<file path="src/rtl/counter_pkg.sv">
// rtl/counter_pkg.sv - direction constants and load clamp helper for the up/down counter
package counter_pkg;

    localparam logic MODE_UP   = 1'b1;
    localparam logic MODE_DOWN = 1'b0;

    // Wide enough for any legal WIDTH; callers narrow the result back to WIDTH.
    function automatic logic [31:0] clamp_load(input logic [31:0] value,
                                               input logic [31:0] max_val);
        return (value > max_val) ? max_val : value;
    endfunction

endpackage

</file>
<file path="src/rtl/counter_updown_param_if.sv">
// rtl/counter_updown_param_if.sv - control/status bundle of the parametrised up/down counter
interface counter_updown_param_if #(
    parameter int WIDTH = 4
);
    logic             en;
    logic             mode;
    logic             load;
    logic [WIDTH-1:0] din;
    logic             clr_flags;
    logic [WIDTH-1:0] dout;
    logic             tc;
    logic             ovf;
    logic             unf;

    modport master (
        output en, mode, load, din, clr_flags,
        input  dout, tc, ovf, unf
    );

    modport slave (
        input  en, mode, load, din, clr_flags,
        output dout, tc, ovf, unf
    );
endinterface

</file>
<file path="src/rtl/counter_step.sv">
// rtl/counter_step.sv - combinational next-count computation with limit detection
module counter_step
    import counter_pkg::*;
#(
    parameter int             WIDTH   = 4,
    parameter logic [WIDTH-1:0] MAX_VAL = {WIDTH{1'b1}},
    parameter bit             WRAP    = 1'b1
) (
    input  logic [WIDTH-1:0] dout,
    input  logic             mode,
    input  logic             en,
    output logic [WIDTH-1:0] next_val,
    output logic             hit_max,
    output logic             hit_min
);

    logic [WIDTH:0] inc_val;
    logic [WIDTH:0] dec_val;

    always_comb begin
        inc_val  = {1'b0, dout} + {{WIDTH{1'b0}}, 1'b1};
        dec_val  = {1'b0, dout} - {{WIDTH{1'b0}}, 1'b1};
        // The extra bit keeps the limit test exact even when MAX_VAL is all ones.
        hit_max  = en && (mode == MODE_UP) && (inc_val > {1'b0, MAX_VAL});
        hit_min  = en && (mode == MODE_DOWN) && dec_val[WIDTH];
        next_val = dout;
        if (hit_max) begin
            next_val = WRAP ? '0 : MAX_VAL;
        end else if (hit_min) begin
            next_val = WRAP ? MAX_VAL : '0;
        end else if (en && (mode == MODE_UP)) begin
            next_val = inc_val[WIDTH-1:0];
        end else if (en) begin
            next_val = dec_val[WIDTH-1:0];
        end
    end

endmodule

</file>
<file path="src/rtl/counter_updown_param.sv">
// rtl/counter_updown_param.sv - bounded up/down counter with load, wrap/saturate and sticky flags
module counter_updown_param
    import counter_pkg::*;
#(
    parameter int               WIDTH   = 4,
    parameter logic [WIDTH-1:0] MAX_VAL = {WIDTH{1'b1}},
    parameter bit               WRAP    = 1'b1
) (
    input  logic                   clk,
    input  logic                   reset,
    counter_updown_param_if.slave  bus
);

    logic [WIDTH-1:0] dout_q, dout_d;
    logic             ovf_q, ovf_d;
    logic             unf_q, unf_d;
    logic [WIDTH-1:0] step_val;
    logic             hit_max;
    logic             hit_min;

    counter_step #(
        .WIDTH   (WIDTH),
        .MAX_VAL (MAX_VAL),
        .WRAP    (WRAP)
    ) u_step (
        .dout     (dout_q),
        .mode     (bus.mode),
        .en       (bus.en),
        .next_val (step_val),
        .hit_max  (hit_max),
        .hit_min  (hit_min)
    );

    // Load overrides stepping, so a limit hit is ignored for the flags on a load edge;
    // a flag set in the same cycle as clr_flags survives.
    always_comb begin
        dout_d = bus.load ? WIDTH'(clamp_load(32'(bus.din), 32'(MAX_VAL))) : step_val;
        ovf_d  = (ovf_q && !bus.clr_flags) || (hit_max && !bus.load);
        unf_d  = (unf_q && !bus.clr_flags) || (hit_min && !bus.load);
    end

    always_ff @(posedge clk or negedge reset) begin
        if (!reset) begin
            dout_q <= '0;
            ovf_q  <= 1'b0;
            unf_q  <= 1'b0;
        end else begin
            dout_q <= dout_d;
            ovf_q  <= ovf_d;
            unf_q  <= unf_d;
        end
    end

    assign bus.dout = dout_q;
    assign bus.ovf  = ovf_q;
    assign bus.unf  = unf_q;
    assign bus.tc   = hit_max || hit_min;

endmodule

</file>
<file path="src/flat_wrapper.sv">
// flat-port wrapper written by rule: the top's interface ports become plain ports
module counter_updown_param_flat import counter_pkg::*;
#(
    parameter int               WIDTH   = 4,
    parameter logic [WIDTH-1:0] MAX_VAL = {WIDTH{1'b1}},
    parameter bit               WRAP    = 1'b1
)
  (clk, reset, bus_en, bus_mode, bus_load, bus_din, bus_clr_flags, bus_dout, bus_tc, bus_ovf, bus_unf);
  counter_updown_param_if #(.WIDTH(WIDTH)) bus_i ();
  input  logic clk;
  input  logic reset;
  input wire logic [$bits(bus_i.en)-1:0] bus_en;
  input wire logic [$bits(bus_i.mode)-1:0] bus_mode;
  input wire logic [$bits(bus_i.load)-1:0] bus_load;
  input wire logic [$bits(bus_i.din)-1:0] bus_din;
  input wire logic [$bits(bus_i.clr_flags)-1:0] bus_clr_flags;
  output wire logic [$bits(bus_i.dout)-1:0] bus_dout;
  output wire logic [$bits(bus_i.tc)-1:0] bus_tc;
  output wire logic [$bits(bus_i.ovf)-1:0] bus_ovf;
  output wire logic [$bits(bus_i.unf)-1:0] bus_unf;
  assign bus_i.en = bus_en;
  assign bus_i.mode = bus_mode;
  assign bus_i.load = bus_load;
  assign bus_i.din = bus_din;
  assign bus_i.clr_flags = bus_clr_flags;
  assign bus_dout = bus_i.dout;
  assign bus_tc = bus_i.tc;
  assign bus_ovf = bus_i.ovf;
  assign bus_unf = bus_i.unf;
  counter_updown_param #(.WIDTH(WIDTH), .MAX_VAL(MAX_VAL), .WRAP(WRAP)) u_core (.clk(clk), .reset(reset), .bus(bus_i));
endmodule
</file>
<file path="config.mk">
export PLATFORM = sky130hd
export DESIGN_NAME = counter_updown_param_flat
export DESIGN_NICKNAME = d
export VERILOG_FILES = /design/src/rtl/counter_pkg.sv /design/src/rtl/counter_updown_param_if.sv /design/src/rtl/counter_step.sv /design/src/rtl/counter_updown_param.sv /design/src/flat_wrapper.sv
export SDC_FILE = /design/constraint.sdc
export NUM_CORES = 1
export LEC_CHECK = 0
export ABC_AREA = 1
export CAP_MARGIN = 30
export CORE_AREA = 2 2 39 41
export DETAILED_ROUTE_END_ITERATION = 8
export DIE_AREA = 0 0 41 43
export GPL_TIMING_DRIVEN = 0
export PLACE_DENSITY_LB_ADDON = 0.1
export SLEW_MARGIN = 30
export SYNTH_ARGS = -nofsm -noshare
export SYNTH_HDL_FRONTEND = slang
export SYNTH_SLANG_ARGS = --single-unit
</file>
<file path="constraint.sdc">
create_clock -name clk -period 2.3 [get_ports clk]
set_input_delay 0.575 -clock clk [delete_from_list [all_inputs] [get_ports clk]]
set_output_delay 0.575 -clock clk [all_outputs]
set_load 0.01 [all_outputs]
</file>
======== Yosys cells after proc, flatten, opt, wreduce, memory -nomap -nowiden ========
Index checks and enable logic that the tools add are counted.
storage, ports and cells
  flip-flop bits (word level) ............. 6
  output and inout port bits .............. 7
  input bits .............................. 10
  word-level logic and storage cells ...... 26
cells by class
  multiplexer cells ....................... 5
  reduce and logical (&&, ||, !) cells .... 14
  add/subtract/negate cells ............... 2
  order comparisons ....................... 1
  bitwise gates (word level) .............. 1
operators with widths
  kind                                                                  number
  4-bit 2-to-1 mux                                                      5
  1-bit logical AND                                                     8
  4-bit by 1-bit adder with 5-bit output, second input constant         1
  5-bit by 4-bit > comparator with 1-bit output, second input constant  1
  5-bit nonzero test                                                    1
  4-bit by 1-bit subtractor with 5-bit output, second input constant    1
  1-bit logical OR                                                      3
  1-bit logical NOT                                                     2
  1-bit NOT                                                             1

======== Depth between registers and ports, before layout ========
  word-level depth ........................ 6
  depth in mapped cells ................... 10
  gate-level depth less buffers ........... 10

======== Cells and area by module ========
A second synthesis with hierarchy kept.
second synthesis, totals
  cell total of the unflattened synthesis .. 82
  area, all modules ....................... 505.5 sq um
by module, submodules not included
  module                instances  cells an instance  sequential area each (sq um)  area an instance (sq um)
  counter_step          1          55                 0.0                           274.0
  counter_updown_param  1          27                 150.1                         231.5

======== Worst setup path before layout ========
Ideal clock, no wire load.
  kind .................................... flip-flop to output port
  start ................................... register u_core.dout_q[0], in the netlist u_core.bus.dout[0]
  end ..................................... output port bus_tc
  buffers on the path ..................... 0
  slack ................................... 354 ps
  arrival ................................. 1371 ps
  cell stages (with the launch flop) ...... 9
  required time ........................... 1725 ps
  cells stage by stage .................... dfrtp_1 inv_2 ha_1 nand3_2 nor2_2 nand2_1 nand2_1 nand2_2 nand2_1
between the ends
  cells in the longest elaborated chain, start to end .. 4
  elaborated cells on any way between the ends .. 6
  classes of those cells .................. 2 x add/sub; 1 x order compare; 3 x reduce/logical
RTL lines
  what                                           line                        source
  start, declared                                counter_updown_param.sv:14  logic [WIDTH-1:0] dout_q, dout_d;
  start signal, assigned                         counter_updown_param.sv:48  dout_q <= dout_d;
  4-bit by 1-bit adder with 5-bit output         counter_step.sv:21          inc_val = {1'b0, dout} + {{WIDTH{1'b0}}, 1'b1};
  5-bit by 4-bit > comparator with 1-bit output  counter_step.sv:24          hit_max = en && (mode == MODE_UP) && (inc_val > {1'b0, MAX_VAL});
  1-bit logical AND                              counter_step.sv:24
  1-bit logical OR *                             counter_updown_param.sv:57  assign bus.tc = hit_max || hit_min;
  end, declared                                  flat_wrapper.sv:18          output wire logic [$bits(bus_i.tc)-1:0] bus_tc;
Mark *: on every way between the ends. The rest lies on a longest branch, timed or not.

======== Final worst setup path ========
  start ................................... input port bus_en
  end ..................................... output port bus_tc
between the ends
  cells in the longest elaborated chain, start to end .. 3
  elaborated cells on any way between the ends .. 5
  classes of those cells .................. 5 x reduce/logical
RTL lines
  what                                                line                                    source
  start, declared                                     flat_wrapper.sv:12                      input wire logic [$bits(bus_i.en)-1:0] bus_en;
  1-bit logical AND (on tied branches) (2 in series)  counter_step.sv:24, counter_step.sv:25
  1-bit logical OR *                                  counter_updown_param.sv:57
Marked as above.

==> summary.txt <==
Final layout
  • Area grow syn2layout: 43.8%
  • Antenna Cells: 0
  • Commonest non-fill, non-tap cell in the layout: nand2_1
  • Filler cells: 138
  • Most frequent cells in the layout: 15 x nand2_1, 14 x clkdlybuf4s50_1, 9 x nand3_1, 7 x inv_1, 7 x nor2_1
  • Nets: 110
  • Share of layout cells above drive strength 1: 26.3%

Worst hold path
  • Worst Hold Class: register to register

Logic synthesis
  • #FFs+latches synth: 6
  • Synth Area in XOR/XNOR: 3.37%
  • Largest family of logic cells by synthesized area: simple AND/OR/NAND/NOR gates
  • Avg Cell Area, Syn: 7.03 um2
  • Netlist cell types: 19
  • Post-synthesis adder-cell area fraction: 7.21%
  • Compound-cell area share of the yosys netlist: 13.9%
  • Synthesis warning total: 0
  • Mapped Cells: 74
  • Post-synthesis sequential area ratio: 28.8%
  • Synth Cell Area: 520 um2
  • Syn_nets: 87
  • Post-Synth Simple-Gate Area: 34.4%
  • Mux contribution to synthesized area: 0%

Setup path
  • Crit Path Category: primary input to output pin
  • CP Data Arrival Time: 1.57 ns
  • CP Data Required Time: 1.73 ns
  • Critical Path Source Type: primary input
  • Worst setup EP type: output pin
  • Worst-path maximum fanout: 4

Timing
  • Final hold violation count: 0
  • Tcrit/Tclk final: 93.3%
  • Final Critical Period: 2.15 ns
  • Setup TNS: 0 ns
  • Setup violators final: 0
  • Worst-margin pin slew: 0.368 ns
  • RSZ-0062 raised after global routing: no
  • Clock Skew: 0.00171 ns
  • Slew margin rel.: 75.4%
  • Fmax: 466 MHz
  • Max-slew violations: 0

Global route
  • Largest net degree at the start of global routing: 10
  • Total track usage: 17.4%
  • Initial antenna violation count: 0
  • Vias in the first global route: 460
  • First-pass GRT wire length: 2040 um
  • Grt total ovfl: 0

Floorplan
  • Rows: 14
  • Core Footprint: 1380 um2
  • Die Y: 43 um
  • Die Footprint: 1760 um2
  • Initial Utilization: 37.6%
  • Ports: 17
  • Die width: 41 um

Clock network
  • Clk Latency, worst-skew pair: 0.24 ns
  • Root Driver: clkbuf_4
  • Num CTS Buffers: 3
  • H-tree levels: 1
  • Clock slew at reported path FFs: 0.04 ns
  • CTS sink count: 6
  • CTS max path bufs: 2
  • CTS tree: done

Power and ir drop
  • Worst IR Drop VDD: 379 uV
  • Power Density: 624 nW/um2
  • LEAKAGE: 0.353 nW
  • Power after layout: 0.000467 W

Place
  • Dpl hpwl: 913 um
  • Port buffer count: 15
  • Routability cong.: 0.777

Drt
  • DR WL/cell: 11.0 um
  • Via/cell ratio: 4.97
  • Post-route DRC: 0
  • ANT nets after route: 0
  • Vias: 552
  • Wirelength, routed: 1220 um
  • Drt pass-1 iters: 4
  • Initial DRC Count: 11

Run status
  • Status: finished clean

Flow run
  • Max_cap viols: 0
==> critical path: stages <==
cell             delay [ns]
clkdlybuf4s50_1        0.51
nand2_1                0.12
inv_2                  0.10
nand2_2                0.08
nand2_1                0.06
buf_2                  0.13
==> power by group <==
group	switching, W	total (W)	leakage, nW	internal, W
combinational	0.000116	0.000232	0.267	0.000115
sequential	0.0000187	0.000140	0.0723	0.000121
clock	0.0000367	0.0000957	0.0138	0.0000589
total	0.000172	0.000467	0.353	0.000295
==> cell usage after synthesis <==
cell	n	area share (%)
nor2_1	7	5.0
inv_2	3	2.2
nand2_1	15	11
xnor2_1	1	1.7
nand3_1	9	8.7
nand2_2	1	1.2
a21oi_2	4	6.7
a21oi_1	4	3.8
inv_1	9	6.5
xor2_1	1	1.7
o22ai_1	2	2.4
o21ai_0	1	0.96
ha_1	3	7.2
buf_6	1	2.2
nand3_2	2	3.8
nor2_2	1	1.2
nand4_1	3	3.6
dfrtp_1	6	29
buf_4	1	1.4
==> through the flow <==
stage	utilization (%)	worst slack [ns]	instances	hold WS (ns)	area, um2
floorplan	-	0.354	74	0.279	520
global placement	49.9	-0.346	105	0.519	691
detailed placement	49.9	-0.334	105	0.524	691
CTS	53.8	0.00396	110	0.529	744
global route	54.1	0.0398	111	0.553	748
finish	54.1	0.155	111	0.525	748
==> final cells by class <==
cell class                      instances  area [um2]  area share, %
Inverter                               12        47.5           6.35
Multi-Input combinational cell         54         319           42.6
Sequential cell                         6         153           20.4
Tap cell                               16        20.0           2.68
Buffer                                  2        18.8           2.51
Clock buffer                            3        22.5           3.01
Timing Repair Buffer                   18         168           22.4
==> flip-flops by register name, summed over array words and instances (netlist names) <==
signal,count
u_core.bus.dout,4
u_core.bus.ovf,1
u_core.bus.unf,1
==> layer usage <==
| metal | GRT usage, % | share of wire [%] |
|---|---|---|
| met5 | 0 | 0 |
| met1 | 23.0 | 46 |
| met2 | 25.3 | 47 |
| met4 | 4.00 | 0 |
| met3 | 7.85 | 7.0 |
==> final timing paths <==
path	from	end	slack [ns]	cells after the start
max	bus_en	bus_tc	0.15	6
max in group asynchronous	reset	u_core.bus.dout[0]	1.49	1
min in group asynchronous	reset	u_core.bus.unf	0.57	1
min	u_core.bus.ovf	u_core.bus.ovf	0.52	2
max reg2reg	u_core.bus.dout[0]	u_core.bus.dout[0]	0.78	10
min reg2reg	u_core.bus.ovf	u_core.bus.ovf	0.52	2
==> repair_timing <==
| item | CTS | global route |
|---|---|---|
| hold buffers | 0 | 0 |
| setup buffers | 2 | 1 |
| hold endpoints to repair | 0 | 0 |
| pin swaps | 0 | 1 |
| endpoints found under the setup margin | 1 | 1 |
| gates resized for setup | 7 | 3 |
==> cells by family after synthesis <==
kind of cell / count (synthesis)
and+or+nand+nor: 38
buffers and inverters: 14
AOI/OAI and AO/OA: 11
DFF: 6
adders and majority gates: 3
xor gates and xnor gates: 2
Note: power is estimated with default switching activity, not from simulation.
